[config.mk]
export PLATFORM = sky130hd
export DESIGN_NAME = wt_mem_req_arbiter
export DESIGN_NICKNAME = d
export VERILOG_FILES = /design/src/rtl/wt_mem_req_arbiter_pkg.sv /design/src/rtl/wt_rr_arbiter.sv /design/src/rtl/wt_mem_req_arbiter.sv
export SDC_FILE = /design/constraint.sdc
export NUM_CORES = 1
export LEC_CHECK = 0
export CORE_AREA = 10 10 252 254
export DETAILED_ROUTE_END_ITERATION = 16
export DIE_AREA = 0 0 262 264
export GPL_TIMING_DRIVEN = 1
export PLACE_DENSITY = 0.46
export SLEW_MARGIN = 0
export SYNTH_ARGS = -nofsm -noshare
export SYNTH_HDL_FRONTEND = slang
export SYNTH_SLANG_ARGS = --single-unit
[constraint.sdc]
create_clock -name clk_i -period 4.65 [get_ports clk_i]
set_input_delay 1.395 -clock clk_i [delete_from_list [all_inputs] [get_ports clk_i]]
set_output_delay 1.395 -clock clk_i [all_outputs]
set_load 0.05 [all_outputs]
[src/rtl/wt_mem_req_arbiter_pkg.sv]
// Shared types and constants for the N-port write-through memory request arbiter.
package wt_mem_req_arbiter_pkg;

   // Default configuration of the arbiter
   localparam int unsigned DefNumPorts       = 3;
   localparam int unsigned DefAddrWidth      = 64;
   localparam int unsigned DefDataWidth      = 64;
   localparam int unsigned DefTxIdWidth      = 2;
   localparam int unsigned DefMaxOutstanding = 4;

   // Width of a port index; a single port still needs one tag bit
   function automatic int unsigned calc_port_w(input int unsigned num_ports);
      return (num_ports > 1) ? $clog2(num_ports) : 1;
   endfunction

   localparam int unsigned ArbPortW = calc_port_w(DefNumPorts);

   // One client request as seen at the arbiter inputs (default widths)
   typedef struct packed {
      logic [DefAddrWidth-1:0] addr;
      logic [DefDataWidth-1:0] wdata;
      logic                    we;
      logic [DefTxIdWidth-1:0] tid;
   } arb_port_req_t;

   // Memory-side tag: owning port in the upper bits, client-local id below
   typedef struct packed {
      logic [ArbPortW-1:0]     port;
      logic [DefTxIdWidth-1:0] tid;
   } mem_arb_tag_t;

endpackage

[src/rtl/wt_rr_arbiter.sv]
// Single-grant arbiter: round-robin from a rotating pointer, or fixed
// lowest-index priority when FixedPrio is set. Pick is combinational.
module wt_rr_arbiter
   import wt_mem_req_arbiter_pkg::*;
#(
   parameter  int unsigned NumPorts  = DefNumPorts,
   parameter  bit          FixedPrio = 1'b0,
   localparam int unsigned PortW     = calc_port_w(NumPorts)
) (
   input  logic                clk_i,
   input  logic                rst_i,
   input  logic [NumPorts-1:0] req_i,
   input  logic                en_i,
   output logic [NumPorts-1:0] gnt_o,
   output logic                gnt_vld_o
);

   logic [PortW-1:0] ptr_q, ptr_d;
   logic [PortW-1:0] start;
   logic [PortW:0]   sum;
   logic [PortW-1:0] idx;

   // Walk the ports starting at the search origin and grant the first requester
   always_comb begin
      // NOTE: every variable gets a default before any branch, so no latch is inferred.
      gnt_o     = '0;
      gnt_vld_o = 1'b0;
      ptr_d     = ptr_q;
      sum       = '0;
      idx       = '0;
      start     = FixedPrio ? '0 : ptr_q;
      if (en_i) begin
         for (int i = 0; i < NumPorts; i++) begin
            sum = {1'b0, start} + (PortW+1)'(i);
            if (sum >= (PortW+1)'(NumPorts)) begin
               sum = sum - (PortW+1)'(NumPorts);
            end
            idx = sum[PortW-1:0];
            if (!gnt_vld_o && req_i[idx]) begin
               gnt_o[idx] = 1'b1;
               gnt_vld_o  = 1'b1;
               ptr_d      = (32'(idx) + 1 == NumPorts) ? '0 : idx + 1'b1;
            end
         end
      end
   end

   // Pointer moves past the winner; holds when nothing is granted
   always_ff @(posedge clk_i) begin
      // NOTE: state is updated with non-blocking assignments only, so every
      // register samples its inputs from before the clock edge.
      if (rst_i) begin
         ptr_q <= '0;
      end else begin
         ptr_q <= ptr_d;
      end
   end

endmodule

[src/rtl/wt_mem_req_arbiter.sv]
// Arbitrates NumPorts cache/PTW clients onto one memory request channel,
// tags requests with {port, local id}, limits in-flight transactions per
// port and routes returns back to the owning port.
module wt_mem_req_arbiter
   import wt_mem_req_arbiter_pkg::*;
#(
   parameter  int unsigned NumPorts       = DefNumPorts,
   parameter  int unsigned AddrWidth      = DefAddrWidth,
   parameter  int unsigned DataWidth      = DefDataWidth,
   parameter  int unsigned TxIdWidth      = DefTxIdWidth,
   parameter  int unsigned MaxOutstanding = DefMaxOutstanding,
   parameter  bit          FixedPrio      = 1'b0,
   localparam int unsigned PortW          = calc_port_w(NumPorts)
) (
   input  logic                           clk_i,
   input  logic                           rst_i,
   input  logic [NumPorts-1:0]            port_req_i,
   output logic [NumPorts-1:0]            port_ack_o,
   input  logic [NumPorts*AddrWidth-1:0]  port_addr_i,
   input  logic [NumPorts*DataWidth-1:0]  port_wdata_i,
   input  logic [NumPorts-1:0]            port_we_i,
   input  logic [NumPorts*TxIdWidth-1:0]  port_tid_i,
   output logic [NumPorts-1:0]            port_rtrn_vld_o,
   output logic [DataWidth-1:0]           port_rtrn_data_o,
   output logic [TxIdWidth-1:0]           port_rtrn_tid_o,
   output logic                           mem_req_vld_o,
   input  logic                           mem_req_rdy_i,
   output logic [AddrWidth-1:0]           mem_addr_o,
   output logic [DataWidth-1:0]           mem_wdata_o,
   output logic                           mem_we_o,
   output logic [PortW+TxIdWidth-1:0]     mem_tid_o,
   input  logic                           mem_rtrn_vld_i,
   input  logic [DataWidth-1:0]           mem_rtrn_data_i,
   input  logic [PortW+TxIdWidth-1:0]     mem_rtrn_tid_i,
   output logic                           busy_o,
   output logic                           err_o
);

   localparam int unsigned TagW = PortW + TxIdWidth;
   localparam int unsigned CntW = $clog2(MaxOutstanding + 1);
   localparam logic [CntW-1:0] CntMax = CntW'(MaxOutstanding);

   // Request register contents, sized by this instance's parameters
   typedef struct packed {
      logic [AddrWidth-1:0] addr;
      logic [DataWidth-1:0] wdata;
      logic                 we;
      logic [TagW-1:0]      tag;
   } req_t;

   req_t                 req_q, req_d;
   logic                 req_vld_q, req_vld_d;
   logic [CntW-1:0]      cnt_q [NumPorts];
   logic [CntW-1:0]      cnt_d [NumPorts];
   logic [NumPorts-1:0]  elig;
   logic [NumPorts-1:0]  gnt;
   logic                 gnt_vld;
   logic                 grant_en;
   logic [PortW-1:0]     rtrn_port;
   logic [NumPorts-1:0]  rtrn_hit;
   logic                 rtrn_err;
   logic                 cnt_any;
   logic [NumPorts-1:0]  rtrn_vld_q;
   logic [DataWidth-1:0] rtrn_data_q;
   logic [TxIdWidth-1:0] rtrn_tid_q;
   logic                 err_q;

   // A new request may enter when the register is empty or is draining this cycle
   assign grant_en = !rst_i && (!req_vld_q || mem_req_rdy_i);

   // A port competes only while it has room for another transaction
   always_comb begin
      elig = '0;
      for (int p = 0; p < NumPorts; p++) begin
         elig[p] = port_req_i[p] && (cnt_q[p] < CntMax);
      end
   end

   wt_rr_arbiter #(
      .NumPorts  (NumPorts),
      .FixedPrio (FixedPrio)
   ) u_rr_arbiter (
      .clk_i     (clk_i),
      .rst_i     (rst_i),
      .req_i     (elig),
      .en_i      (grant_en),
      .gnt_o     (gnt),
      .gnt_vld_o (gnt_vld)
   );

   assign port_ack_o = gnt;

   // Load the winning port's request, or empty the register once memory takes it
   always_comb begin
      req_d     = req_q;
      req_vld_d = req_vld_q;
      if (gnt_vld) begin
         req_vld_d = 1'b1;
         for (int p = 0; p < NumPorts; p++) begin
            if (gnt[p]) begin
               req_d.addr  = port_addr_i[p*AddrWidth +: AddrWidth];
               req_d.wdata = port_wdata_i[p*DataWidth +: DataWidth];
               req_d.we    = port_we_i[p];
               req_d.tag   = {PortW'(p), port_tid_i[p*TxIdWidth +: TxIdWidth]};
            end
         end
      end else if (mem_req_rdy_i) begin
         req_vld_d = 1'b0;
      end
   end

   // A return is legal only for an existing port that has something in flight
   assign rtrn_port = mem_rtrn_tid_i[TagW-1 -: PortW];

   always_comb begin
      rtrn_hit = '0;
      for (int p = 0; p < NumPorts; p++) begin
         rtrn_hit[p] = mem_rtrn_vld_i && (rtrn_port == PortW'(p)) && (cnt_q[p] != '0);
      end
   end

   assign rtrn_err = mem_rtrn_vld_i && !(|rtrn_hit);

   // Per-port in-flight count: up on ack, down on legal return, both cancel
   always_comb begin
      cnt_any = 1'b0;
      for (int p = 0; p < NumPorts; p++) begin
         cnt_d[p] = cnt_q[p];
         if (gnt[p] && !rtrn_hit[p]) begin
            cnt_d[p] = cnt_q[p] + CntW'(1);
         end else if (!gnt[p] && rtrn_hit[p]) begin
            cnt_d[p] = cnt_q[p] - CntW'(1);
         end
         cnt_any = cnt_any || (cnt_q[p] != '0);
      end
   end

   // Request register, counters and return register
   always_ff @(posedge clk_i) begin
      if (rst_i) begin
         // NOTE: the data registers are reset too, so every output reads 0
         // out of reset rather than stale data.
         req_q       <= '0;
         req_vld_q   <= 1'b0;
         rtrn_vld_q  <= '0;
         rtrn_data_q <= '0;
         rtrn_tid_q  <= '0;
         err_q       <= 1'b0;
         for (int p = 0; p < NumPorts; p++) begin
            cnt_q[p] <= '0;
         end
      end else begin
         req_q      <= req_d;
         req_vld_q  <= req_vld_d;
         rtrn_vld_q <= rtrn_hit;
         err_q      <= rtrn_err;
         if (|rtrn_hit) begin
            rtrn_data_q <= mem_rtrn_data_i;
            rtrn_tid_q  <= mem_rtrn_tid_i[TxIdWidth-1:0];
         end
         for (int p = 0; p < NumPorts; p++) begin
            cnt_q[p] <= cnt_d[p];
         end
      end
   end

   assign mem_req_vld_o    = req_vld_q;
   assign mem_addr_o       = req_q.addr;
   assign mem_wdata_o      = req_q.wdata;
   assign mem_we_o         = req_q.we;
   assign mem_tid_o        = req_q.tag;
   assign port_rtrn_vld_o  = rtrn_vld_q;
   assign port_rtrn_data_o = rtrn_data_q;
   assign port_rtrn_tid_o  = rtrn_tid_q;
   assign busy_o           = req_vld_q || cnt_any;
   assign err_o            = err_q;

endmodule

# ---- Yosys cells after proc, flatten, opt, wreduce, memory -nomap -nowiden
# Memories as Yosys holds them, arrays and structs flattened.
# Index checks and enable logic that the tools add are counted.
dict set report totals {
  ff_bits 206
  ram_bits 9
  out_inout_bits 208
  elab_cells 150
  mem_count 1
}
# memory words width read_ports rd_ports_with_merged_regs wr line_no
set memory_table {}
lappend memory_table {cnt_q 3 3 3 0 3 wt_mem_req_arbiter.sv:53} ;# logic [CntW-1:0] cnt_q [NumPorts];
dict set report op_classes {
  add_sub_neg 17
  n_lt_le_gt_ge 12
  eq_ne 5
  n_mux 53
  bitwise_logic 5
  n_reduce_logical 47
}
# op count
set ops {}
lappend ops {{two-way mux 133 bit} 3}
lappend ops {{== test 32 x 2 -> 1 bit, second input constant} 3}
lappend ops {{two-way mux 3 bit} 15}
lappend ops {{two-way mux 2 bit} 12}
lappend ops {{logical AND 1 bit} 22}
lappend ops {{two-way mux 1 bit} 17}
lappend ops {{nonzero test 3 bit} 5}
lappend ops {{adder 2 x 1 -> 3 bit, second input constant} 4}
lappend ops {{zero test 1 bit} 11}
lappend ops {{adder 3 x 1 -> 3 bit, second input constant} 3}
lappend ops {{< comparator 2 x 3 -> 1 bit, second input constant} 3}
lappend ops {{< comparator 3 bit, second input constant} 3}
lappend ops {{subtractor 3 x 1 -> 3 bit, second input constant} 3}
lappend ops {{adder 2 x 1 -> 2 bit, second input constant} 3}
lappend ops {{binary-select mux 1 bit (select 2 bit)} 3}
lappend ops {{demux 1 bit (select 2 bit)} 3}
lappend ops {{greater-or-equal comparator 2 x 1 -> 1 bit, second input constant} 3}
lappend ops {{greater-or-equal comparator 3 x 2 -> 1 bit, second input constant} 2}
lappend ops {{bitwise OR 3 bit} 2}
lappend ops {{subtractor 2 bit, second input constant} 3}
lappend ops {{logical OR 1 bit} 4}
lappend ops {{AND reduction 2 bit} 2}
lappend ops {{adder 2 x 2 -> 3 bit, second input constant} 1}
lappend ops {{bitwise OR 1 bit} 3}
lappend ops {{other kinds (6)} 6}

# ---- Logic depth before layout (Yosys ltp)
# Gate-level depths: netlist of run 1.
dict set report logic_depth {
  ltp_word 21
  ltp_mapped 15
  depth_no_buf 13
}

# ---- By module
# A second synthesis of run 1 with hierarchy kept.
dict set report unflattened {
  cells_unflattened 1427
  area_unflattened_um2 11214.5
}
# module instances cells_each area_per_inst_um2 seq_area_each_um2
set modules_own_cells {}
lappend modules_own_cells {wt_mem_req_arbiter 1 1374 10790.3 4264.1}
lappend modules_own_cells {wt_rr_arbiter 1 53 424.2 40.0}

# ---- Worst setup path after synthesis of run 1
# No wires, ideal clock.
dict set report synth_path {
  kind {input to register}
  start {input port port_req_i[0]}
  end {memory cnt_q[0][8] (netlist name)}
  arrival_ns 4.528
  required_time_ns 4.580
  slack_ns 0.052
  path_stages 11
  path_buffers 1
  cell_sequence {or3b_1 -> o221ai_2 -> nand4_1 -> a21oi_2 -> clkbuf_1 -> ha_1 -> inv_1 -> fa_1 -> xor2_1 -> or3_1 -> a21oi_1}
}
# item line_no
set synth_rtl {}
lappend synth_rtl {{from (decl)} wt_mem_req_arbiter.sv:17} ;# input logic [NumPorts-1:0] port_req_i,
lappend synth_rtl {{to (decl)} wt_mem_req_arbiter.sv:53}

# ---- Final worst setup path of run 1
dict set report layout_path {
  start {input port port_req_i[2]}
  end {output port port_ack_o[2]}
}
dict set report layout_via {
  elab_chain_len 13
  word_cells_on_any_way 23
  classes_between {16 x mux; 2 x bitwise; 5 x reduce/logical}
}
# item line_no
set layout_lines {}
lappend layout_lines {{logical AND 1 bit *} wt_mem_req_arbiter.sv:75} ;# elig[p] = port_req_i[p] && (cnt_q[p] < CntMax);
lappend layout_lines {{binary-select mux 1 bit (select 2 bit)} wt_rr_arbiter.sv:39} ;# if (!gnt_vld_o && req_i[idx]) begin
lappend layout_lines {{two-way mux 1 bit (not written as such)} wt_rr_arbiter.sv:39}
lappend layout_lines {{two-way mux 1 bit} wt_rr_arbiter.sv:39}
lappend layout_lines {{two-way mux 1 bit} wt_rr_arbiter.sv:32} ;# if (en_i) begin
lappend layout_lines {{zero test 1 bit} wt_rr_arbiter.sv:39}
lappend layout_lines {{logical AND 1 bit} wt_rr_arbiter.sv:39}
lappend layout_lines {{two-way mux 1 bit} wt_rr_arbiter.sv:39}
lappend layout_lines {{two-way mux 1 bit} wt_rr_arbiter.sv:32}
lappend layout_lines {{zero test 1 bit} wt_rr_arbiter.sv:39}
lappend layout_lines {{logical AND 1 bit} wt_rr_arbiter.sv:39}
lappend layout_lines {{two-way mux 3 bit *} wt_rr_arbiter.sv:39}
lappend layout_lines {{two-way mux 3 bit *} wt_rr_arbiter.sv:32}
lappend layout_lines {{to (decl)} wt_mem_req_arbiter.sv:18} ;# output logic [NumPorts-1:0] port_ack_o,
# Mark *: on every way between the ends. The rest lies on a longest branch, timed or not. The select of a mux whose other input is x is not followed.

==> results of run 1 <==
power by group:
group	internal (mW)	switching, mW	total, mW
registers	2.42	0.334	2.76
logic	2.87	4.82	7.69
clock network	1.35	0.879	2.23
total	6.64	6.04	12.7
sequential cells by signal, indices dropped and copies added (netlist names):
register	flops
cnt_q	9
err_o	1
mem_addr_o	64
mem_req_vld_o	1
mem_tid_o	4
mem_wdata_o	64
mem_we_o	1
port_rtrn_data_o	64
port_rtrn_tid_o	2
port_rtrn_vld_o	3
u_rr_arbiter.ptr_q	2
final cells by class:
type	count	area [µm²]	area share [%]
Tap cell	773	967	4.99
Inverter	8	30.0	0.155
Clock inverter	5	58.8	0.303
Sequential cell	215	4300	22.2
Timing Repair Buffer	724	7370	38.0
Clock buffer	47	893	4.61
Antenna cell	9	22.5	0.116
Multi-Input combinational cell	963	5740	29.6
synthesized netlist by cell type, drive strengths merged (2+ instances only):
cell       n  area (µm²)
fa         3        60.1
or2        3        18.8
xor2       6        52.6
nor4b      2        23.8
o221ai     2        30.0
nand2    267        1000
o21ai      3        15.0
nand2b     3        18.8
buf       50         263
nor3       6        41.3
dfxtp    215        4300
nand4bb    3        33.8
nor2b      2        12.5
ha         7        87.6
or3b       2        17.5
a221oi   132        1160
nand3      4        20.0
o221a      2        22.5
a31oi      3        18.8
clkbuf    76         285
and2     133         832
nor3b      2        15.0
a21oi     72         364
and4bb     2        25.0
inv        8        30.0
mux2i      3        30.0
nor2     146         548
o211ai     2        15.0
or3        5        31.3
o31ai    132         991
through the flow:
| stage | total power [mW] | instance area [µm²] | std cells |
|---|---|---|---|
| after floorplan | 7.40 | 10500 | 1312 |
| after global placement | 10.4 | 18300 | 2681 |
| after detailed placement | 10.5 | 18300 | 2681 |
| after CTS | 12.8 | 19300 | 2733 |
| after global routing | 13.5 | 19400 | 2744 |
| final | 12.7 | 19400 | 2744 |
critical path: cells and delay by family:
kind / cells / cell delay (ns)
and+or+nand+nor: 2 / 0.36
AOI/OAI and AO/OA: 2 / 0.62
buffers and inverters: 3 / 0.79
cell families after synthesis:
family                   synth area share [%]
flip-flops                               40.9
buffers and inverters                    5.50
multiplexers                            0.393
adder cells (fa/ha/maj)                  1.40
AO/OA/AOI/OAI                            25.4
AND/OR/NAND/NOR                          25.9
XOR/XNOR                                0.500
worst max-delay path by stage:
stage,start,to,slack [ns]
final,port_req_i[2],port_ack_o[2],0.09
after global routing,port_req_i[2],port_ack_o[2],0.01
after CTS,port_req_i[0],port_ack_o[2],0.05
after detailed placement,port_req_i[0],port_ack_o[2],0.06
after global placement,port_req_i[0],cnt_q[0][8],0.06
after floorplan,port_req_i[0],cnt_q[0][8],0.05
metal layers:
| layer | vias to the layer above | routed length (µm) |
|---|---|---|
| met5 | - | 27 |
| met4 | 4 | 1310 |
| met3 | 72 | 5410 |
| met2 | 530 | 32000 |
| met1 | 5905 | 24200 |
| li1 | 5947 | - |
what timing repair did:
item	in CTS	in global routing
gates resized for setup	0	8
setup buffers	0	2
setup endpoints to repair	0	3
==> report_table.html, run 1 <==
<table>
<tr><th>Metric</th><th>Value</th></tr>
<tr><th colspan="2">Run status</th></tr>
<tr><td>Run status</td><td>finished clean</td></tr>
<tr><th colspan="2">Final layout</th></tr>
<tr><td>Layout cells sized above 1</td><td>6.17%</td></tr>
<tr><td>Commonest non-fill, non-tap cells in the layout</td><td>clkdlybuf4s50_1 (669), nand2_1 (266), dfxtp_1 (215)</td></tr>
<tr><td>Core utilization of the finished layout</td><td>33.1%</td></tr>
<tr><td>Most common cell after layout, fill and taps aside</td><td>clkdlybuf4s50_1</td></tr>
<tr><td>NumNets Final</td><td>around 2400</td></tr>
<tr><td>Count of filler cells inserted in the layout</td><td>6150</td></tr>
<tr><td>Area grow syn2layout</td><td>84.3%</td></tr>
<tr><th colspan="2">Logic synthesis</th></tr>
<tr><td>Register bit total from synthesis</td><td>around 220</td></tr>
<tr><td>Unique cell type count in the Yosys netlist</td><td>55</td></tr>
<tr><td>Mean post-synth cell area</td><td>8.02 µm²</td></tr>
<tr><td>FFs w/ async S/R, synth</td><td>0%</td></tr>
<tr><td>Prevailing post-synth register cell</td><td>dfxtp_1</td></tr>
<tr><td>EDFF count, synth</td><td>0</td></tr>
<tr><td>Number of instances in the synthesized netlist</td><td>roughly 1300</td></tr>
<tr><td>Total nets after synthesis</td><td>about 1800</td></tr>
<tr><td>Syn Std Cell Area</td><td>0.0105 mm²</td></tr>
<tr><td>Sequential element share of the synthesized area</td><td>between 40% and 50%</td></tr>
<tr><td>Warning count from the yosys run</td><td>0</td></tr>
<tr><th colspan="2">Worst setup path</th></tr>
<tr><td>Worst reg2reg endpoint</td><td>cnt_q[0][8]</td></tr>
<tr><td>Standard cell with the maximum stage delay on the critical path</td><td>clkdlybuf4s50_1</td></tr>
<tr><td>Required arrival time at the worst endpoint</td><td>roughly 3.3 ns</td></tr>
<tr><td>Max stage delay on crit path</td><td>between 0.4 and 0.5 ns</td></tr>
<tr><td>Reg-to-reg critical path startpoint</td><td>u_rr_arbiter.ptr_q[0]</td></tr>
<tr><td>Setup slack on the worst flop-to-flop path</td><td>between 0.9 and 1 ns</td></tr>
<tr><td>Class of the most critical setup path</td><td>primary input to output port</td></tr>
<tr><td>Critical Path Start Type</td><td>primary input</td></tr>
<tr><td>CP arrival</td><td>about 3.2 ns</td></tr>
<tr><td>Cells on worst reg2reg path</td><td>16</td></tr>
<tr><td>Critical path fanouts, max</td><td>4</td></tr>
<tr><td>Nature of the critical path endpoint</td><td>output port</td></tr>
<tr><td>Cell-by-cell trace of the critical path</td><td>clkdlybuf4s50_1 -&gt; nor2b_1 -&gt; a311oi_4 -&gt; buf_4 -&gt; nand4_1 -&gt; a21oi_4 -&gt; buf_12</td></tr>
<tr><th colspan="2">Global route</th></tr>
<tr><td>First-pass GRT wire length</td><td>around 89000 µm</td></tr>
<tr><td>Global-route track usage on met1</td><td>between 10% and 20%</td></tr>
<tr><td>Number of antenna violations at the first check in global routing</td><td>12</td></tr>
<tr><td>Pin count of the biggest net entering global routing</td><td>134</td></tr>
<tr><td>Total congestion overflow after global routing</td><td>0</td></tr>
<tr><td>Met3 track utilization from global routing</td><td>approximately 4.4%</td></tr>
<tr><td>Via count of the first global-routing pass</td><td>12471</td></tr>
<tr><td>Met2 track demand over resource in global routing</td><td>around 30%</td></tr>
<tr><td>Highest-utilization routing layer at the global route stage</td><td>met2</td></tr>
<tr><td>All-layer global routing usage</td><td>16.9%</td></tr>
<tr><th colspan="2">Timing</th></tr>
<tr><td>Portion of the clock cycle consumed by the worst path in the final layout</td><td>a little over nine tenths</td></tr>
<tr><td>Worst slew margin relative to its limit</td><td>31.2%</td></tr>
<tr><td>Setup repair after global routing missed its margin</td><td>false</td></tr>
<tr><td>Setup Skew</td><td>between 0.01 and 0.015 ns</td></tr>
<tr><td>Hold Vio Cnt, Final</td><td>0</td></tr>
<tr><td>Setup Total Neg Slack</td><td>0 ns</td></tr>
<tr><td>Final Critical Period</td><td>around 4.6 ns</td></tr>
<tr><td>Highest clock rate</td><td>approximately 220 MHz</td></tr>
<tr><td>Final WS setup</td><td>between 0.08 and 0.09 ns</td></tr>
<tr><td>Transition at the pin with the smallest max-transition slack</td><td>around 1.0 ns</td></tr>
<tr><td>Max-slew violation count</td><td>0</td></tr>
<tr><td>Final hold slack</td><td>0.448 ns</td></tr>
<tr><td>Setup-violating endpoint count in the final report</td><td>0</td></tr>
<tr><th colspan="2">Floorplan</th></tr>
<tr><td>Chip width</td><td>roughly 260 µm</td></tr>
<tr><td>Vert. Die Dim</td><td>around 260 µm</td></tr>
<tr><td>Placement Rows</td><td>89</td></tr>
<tr><td>Floorplan core area</td><td>0.0585 mm²</td></tr>
<tr><td>Overall die area</td><td>just under 0.07 mm²</td></tr>
<tr><td>Initial core utilization</td><td>approximately 18%</td></tr>
<tr><td>Top Ports</td><td>slightly below 700</td></tr>
<tr><th colspan="2">Placed design</th></tr>
<tr><td>Final weighted congestion of routability-driven global placement</td><td>about 0.85</td></tr>
<tr><td>HPWL after detailed placement</td><td>between 40000 and 50000 µm</td></tr>
<tr><td>Post-place setup slack</td><td>approximately 0.06 ns</td></tr>
<tr><td>Buffers added on ports</td><td>around 680</td></tr>
<tr><th colspan="2">Power</th></tr>
<tr><td>Largest voltage drop on the vdd net</td><td>353 µV</td></tr>
<tr><td>Leakage power of the design</td><td>roughly 6.8 nW</td></tr>
<tr><td>Power density over cell area</td><td>654 mW/mm²</td></tr>
<tr><th colspan="2">Min path</th></tr>
<tr><td>Worst hold path startpoint</td><td>port_rtrn_data_o[47]</td></tr>
<tr><td>Worst hold path class</td><td>register to register</td></tr>
<tr><td>Cell depth of the worst hold path</td><td>2</td></tr>
<tr><td>End point of the most critical hold path</td><td>port_rtrn_data_o[47]</td></tr>
<tr><th colspan="2">Routing</th></tr>
<tr><td>Drt first pass iters</td><td>5</td></tr>
<tr><td>DRC violations left</td><td>0</td></tr>
<tr><td>WL per Instance</td><td>22.9 µm</td></tr>
<tr><td>Drt first-iter violations</td><td>around 1100</td></tr>
<tr><td>Post-detailed-route count of antenna-violating nets</td><td>0</td></tr>
<tr><td>Count of vias placed by the detailed router</td><td>~12000</td></tr>
<tr><td>Total length of routed wires</td><td>around 63000 µm</td></tr>
<tr><td>Detailed-route vias per instance</td><td>roughly 4.5</td></tr>
<tr><th colspan="2">Clocking</th></tr>
<tr><td>Root buffer cell</td><td>clkbuf_16</td></tr>
<tr><td>CTS hold repair buffers</td><td>0</td></tr>
<tr><td>Clock-pin slew of the registers on the worst-case setup and hold paths</td><td>about 0.050 ns</td></tr>
<tr><td>CTS Buf Count</td><td>29</td></tr>
<tr><td>Number of sinks driven by the clock tree</td><td>215</td></tr>
<tr><td>Clock latency on the worst-skew pair</td><td>between 0.5 and 0.6 ns</td></tr>
<tr><td>Clock tree from TritonCTS</td><td>done</td></tr>
<tr><td>Level count of the clock H-tree</td><td>1</td></tr>
<tr><td>Buffers from clock root to sink, at most</td><td>3</td></tr>
<tr><th colspan="2">Job</th></tr>
<tr><td>Number of maximum-capacitance violations</td><td>0</td></tr>
</table>
Note: power is estimated with default switching activity, not from simulation.
==> run 2, diff against run 1 <==
--- a/config.mk
+++ b/config.mk
@@ -8,7 +8,7 @@
 export CORE_AREA = 10 10 252 254
 export DETAILED_ROUTE_END_ITERATION = 16
 export DIE_AREA = 0 0 262 264
-export GPL_TIMING_DRIVEN = 1
+export GPL_TIMING_DRIVEN = 0
 export PLACE_DENSITY = 0.46
 export SLEW_MARGIN = 0
 export SYNTH_ARGS = -nofsm -noshare
==> run 2 against run 1 <==
Clock-buffer cell count is 8 lower. Via count rose by 3.6%. Sequential power is essentially flat. Register-to-register slack worse by 0.18 ns. Combinational power is 0.9% lower. Die area did not move. Cell count is 3.3% higher. Flip-flop and latch count unchanged. Clock skew grew 0.0098 ns. Worst hold slack about the same. Critical path type unchanged. Largest power group unchanged. Highest routed layer unchanged.
==> report_table.html, run 2 (synthesis gave the netlist of run 1 again) <==
<table>
<tr><th>Metric</th><th>Value</th></tr>
<tr><th colspan="2">Run status</th></tr>
<tr><td>Run status</td><td>finished clean</td></tr>
<tr><th colspan="2">Job</th></tr>
<tr><td>Number of maximum-capacitance violations</td><td>0</td></tr>
<tr><th colspan="2">Timing</th></tr>
<tr><td>Max-slew violation count</td><td>0</td></tr>
<tr><td>Setup repair after global routing missed its margin</td><td>false</td></tr>
<tr><td>Setup-violating endpoint count in the final report</td><td>0</td></tr>
<tr><td>Highest clock rate</td><td>221 MHz</td></tr>
<tr><td>Final Critical Period</td><td>around 4.5 ns</td></tr>
<tr><td>Worst slew margin relative to its limit</td><td>a little over a quarter</td></tr>
<tr><td>Transition at the pin with the smallest max-transition slack</td><td>1.10 ns</td></tr>
<tr><td>Portion of the clock cycle consumed by the worst path in the final layout</td><td>between 90% and 100%</td></tr>
<tr><td>Hold Vio Cnt, Final</td><td>0</td></tr>
<tr><td>Setup Skew</td><td>between 0.02 and 0.025 ns</td></tr>
<tr><td>Setup Total Neg Slack</td><td>0 ns</td></tr>
<tr><th colspan="2">Global route</th></tr>
<tr><td>First-pass GRT wire length</td><td>approximately 95000 µm</td></tr>
<tr><td>Pin count of the biggest net entering global routing</td><td>15</td></tr>
<tr><td>All-layer global routing usage</td><td>between 10% and 20%</td></tr>
<tr><td>Via count of the first global-routing pass</td><td>roughly 13000</td></tr>
<tr><td>Number of antenna violations at the first check in global routing</td><td>19</td></tr>
<tr><td>Total congestion overflow after global routing</td><td>0</td></tr>
<tr><th colspan="2">Worst setup path</th></tr>
<tr><td>Critical Path Start Type</td><td>primary input</td></tr>
<tr><td>Nature of the critical path endpoint</td><td>output port</td></tr>
<tr><td>Required arrival time at the worst endpoint</td><td>3.25 ns</td></tr>
<tr><td>CP arrival</td><td>3.12 ns</td></tr>
<tr><td>Class of the most critical setup path</td><td>primary input to output port</td></tr>
<tr><td>Critical path fanouts, max</td><td>5</td></tr>
<tr><th colspan="2">Final layout</th></tr>
<tr><td>Most common cell after layout, fill and taps aside</td><td>clkdlybuf4s50_1</td></tr>
<tr><td>Layout cells sized above 1</td><td>under 10%</td></tr>
<tr><td>NumNets Final</td><td>about 2500</td></tr>
<tr><td>Sequential cell area in the final layout</td><td>about 0.0043 mm²</td></tr>
<tr><td>Area of the multi-input gates</td><td>0.00570 mm²</td></tr>
<tr><td>Final Instance Area</td><td>around 0.02 mm²</td></tr>
<tr><td>Count of filler cells inserted in the layout</td><td>~6000</td></tr>
<tr><td>Commonest non-fill, non-tap cells in the layout</td><td>clkdlybuf4s50_1 (669), nand2_1 (266), dfxtp_1 (215)</td></tr>
<tr><td>Area grow syn2layout</td><td>85.5%</td></tr>
<tr><th colspan="2">Placed design</th></tr>
<tr><td>Buffers added on ports</td><td>675</td></tr>
<tr><td>HPWL after detailed placement</td><td>~55000 µm</td></tr>
<tr><td>Final weighted congestion of routability-driven global placement</td><td>0.884</td></tr>
<tr><td>Cell Area, Placed</td><td>about 0.018 mm²</td></tr>
<tr><th colspan="2">Routing</th></tr>
<tr><td>Highest routing layer actually used</td><td>met5</td></tr>
<tr><td>Met2 Routed Length</td><td>about 35000 µm</td></tr>
<tr><td>DRT met1 WL</td><td>26400 µm</td></tr>
<tr><td>Count of vias placed by the detailed router</td><td>between 10000 and 15000</td></tr>
<tr><td>WL per Instance</td><td>~24 µm</td></tr>
<tr><td>DRC violations left</td><td>0</td></tr>
<tr><td>Post-detailed-route count of antenna-violating nets</td><td>0</td></tr>
<tr><td>Drt first-iter violations</td><td>roughly 760</td></tr>
<tr><td>Detailed-routed wire length on met3</td><td>between 5000 and 6000 µm</td></tr>
<tr><td>Detailed-route vias per instance</td><td>4.55</td></tr>
<tr><td>Drt first pass iters</td><td>5</td></tr>
<tr><td>Total length of routed wires</td><td>roughly 70000 µm</td></tr>
<tr><th colspan="2">Clocking</th></tr>
<tr><td>Clock latency on the worst-skew pair</td><td>~0.57 ns</td></tr>
<tr><td>Root buffer cell</td><td>clkbuf_16</td></tr>
<tr><td>Buffers from clock root to sink, at most</td><td>3</td></tr>
<tr><td>Clock-pin slew of the registers on the worst-case setup and hold paths</td><td>0.06 ns</td></tr>
<tr><td>CTS Buf Count</td><td>29</td></tr>
<tr><td>Number of sinks driven by the clock tree</td><td>around 220</td></tr>
<tr><td>Level count of the clock H-tree</td><td>1</td></tr>
<tr><td>Clock tree from TritonCTS</td><td>done</td></tr>
<tr><th colspan="2">Power</th></tr>
<tr><td>Power density over cell area</td><td>approximately 660 mW/mm²</td></tr>
<tr><td>Total design power</td><td>12.8 mW</td></tr>
<tr><td>Leakage power of the design</td><td>6.84 nW</td></tr>
<tr><td>Largest voltage drop on the vdd net</td><td>around 350 µV</td></tr>
<tr><th colspan="2">Floorplan</th></tr>
<tr><td>Initial core utilization</td><td>approximately 18%</td></tr>
<tr><td>Placement Rows</td><td>a little under 90</td></tr>
<tr><td>Floorplan core area</td><td>0.0585 mm²</td></tr>
<tr><td>Chip width</td><td>approximately 260 µm</td></tr>
<tr><td>Overall die area</td><td>0.0692 mm²</td></tr>
<tr><td>Top Ports</td><td>between 600 and 700</td></tr>
<tr><td>Vert. Die Dim</td><td>around 260 µm</td></tr>
<tr><th colspan="2">Min path</th></tr>
<tr><td>Worst hold path class</td><td>register to register</td></tr>
</table>
==> run 2: final timing paths <==
path         slack (ns)             startpoint  depth (start not counted)              endpoint
max                0.13          port_req_i[0]                          7         port_ack_o[2]
min                0.45   port_rtrn_data_o[56]                          2  port_rtrn_data_o[56]
max reg2reg        0.73  u_rr_arbiter.ptr_q[0]                         14           cnt_q[0][8]
min reg2reg        0.45   port_rtrn_data_o[56]                          2  port_rtrn_data_o[56]
==> run 2: repair_timing <==
| item | CTS | global route |
|---|---|---|
| buffers inserted | 11 | 1 |
| resized for setup | 43 | 3 |
| pin swaps | 7 | 3 |
| hold buffers | 0 | 0 |
| endpoints found under the setup margin | 6 | 3 |
==> run 2: layer usage <==
metal / vias to the layer above / track usage, %
met4: 6 / 5.28
met2: 509 / 33.2
li1: 6135 / -
met3: 80 / 4.97
met1: 6177 / 20.7
met5: - / 0
==> run 2: through the flow <==
step	utilization (%)	setup WS (ns)	hold slack, ns	cells
2_1_floorplan	-	0.0522	0.496	1312
3_3_place_gp	31.2	-2.21	0.439	2760
3_5_place_dp	31.2	-2.23	0.443	2760
4_1_cts	33.3	0.0153	0.451	2823
5_1_grt	33.4	0.00685	0.465	2833
6_report	33.4	0.131	0.448	2834
==> run 2: cell type report <==
class                      instances  area share [%]
antenna                           10           0.128
clock buffer                      39            4.17
multi-input combinational        963            29.2
sequential                       215            22.1
timing repair buffer             687            35.1
clock inverter                    13            1.15
inverter                           8           0.154
tap                              773            4.96
buffer                           126            3.03
==> run 2: where the power goes <==
group / switching [mW] / internal [mW] / total [mW] / leakage, nW
clock network: 0.910 / 1.55 / 2.46 / 0.505
registers: 0.335 / 2.42 / 2.76 / 1.77
logic: 4.94 / 2.68 / 7.62 / 4.57
total: 6.19 / 6.65 / 12.8 / 6.84
==> run 2: critical path, stage by stage <==
cell and delay (ns):
dlygate4sd2_1 0.26, nor4b_1 0.45, a311o_1 0.34, a31oi_4 0.15
a21oi_4 0.20, clkbuf_16 0.17, buf_6 0.15
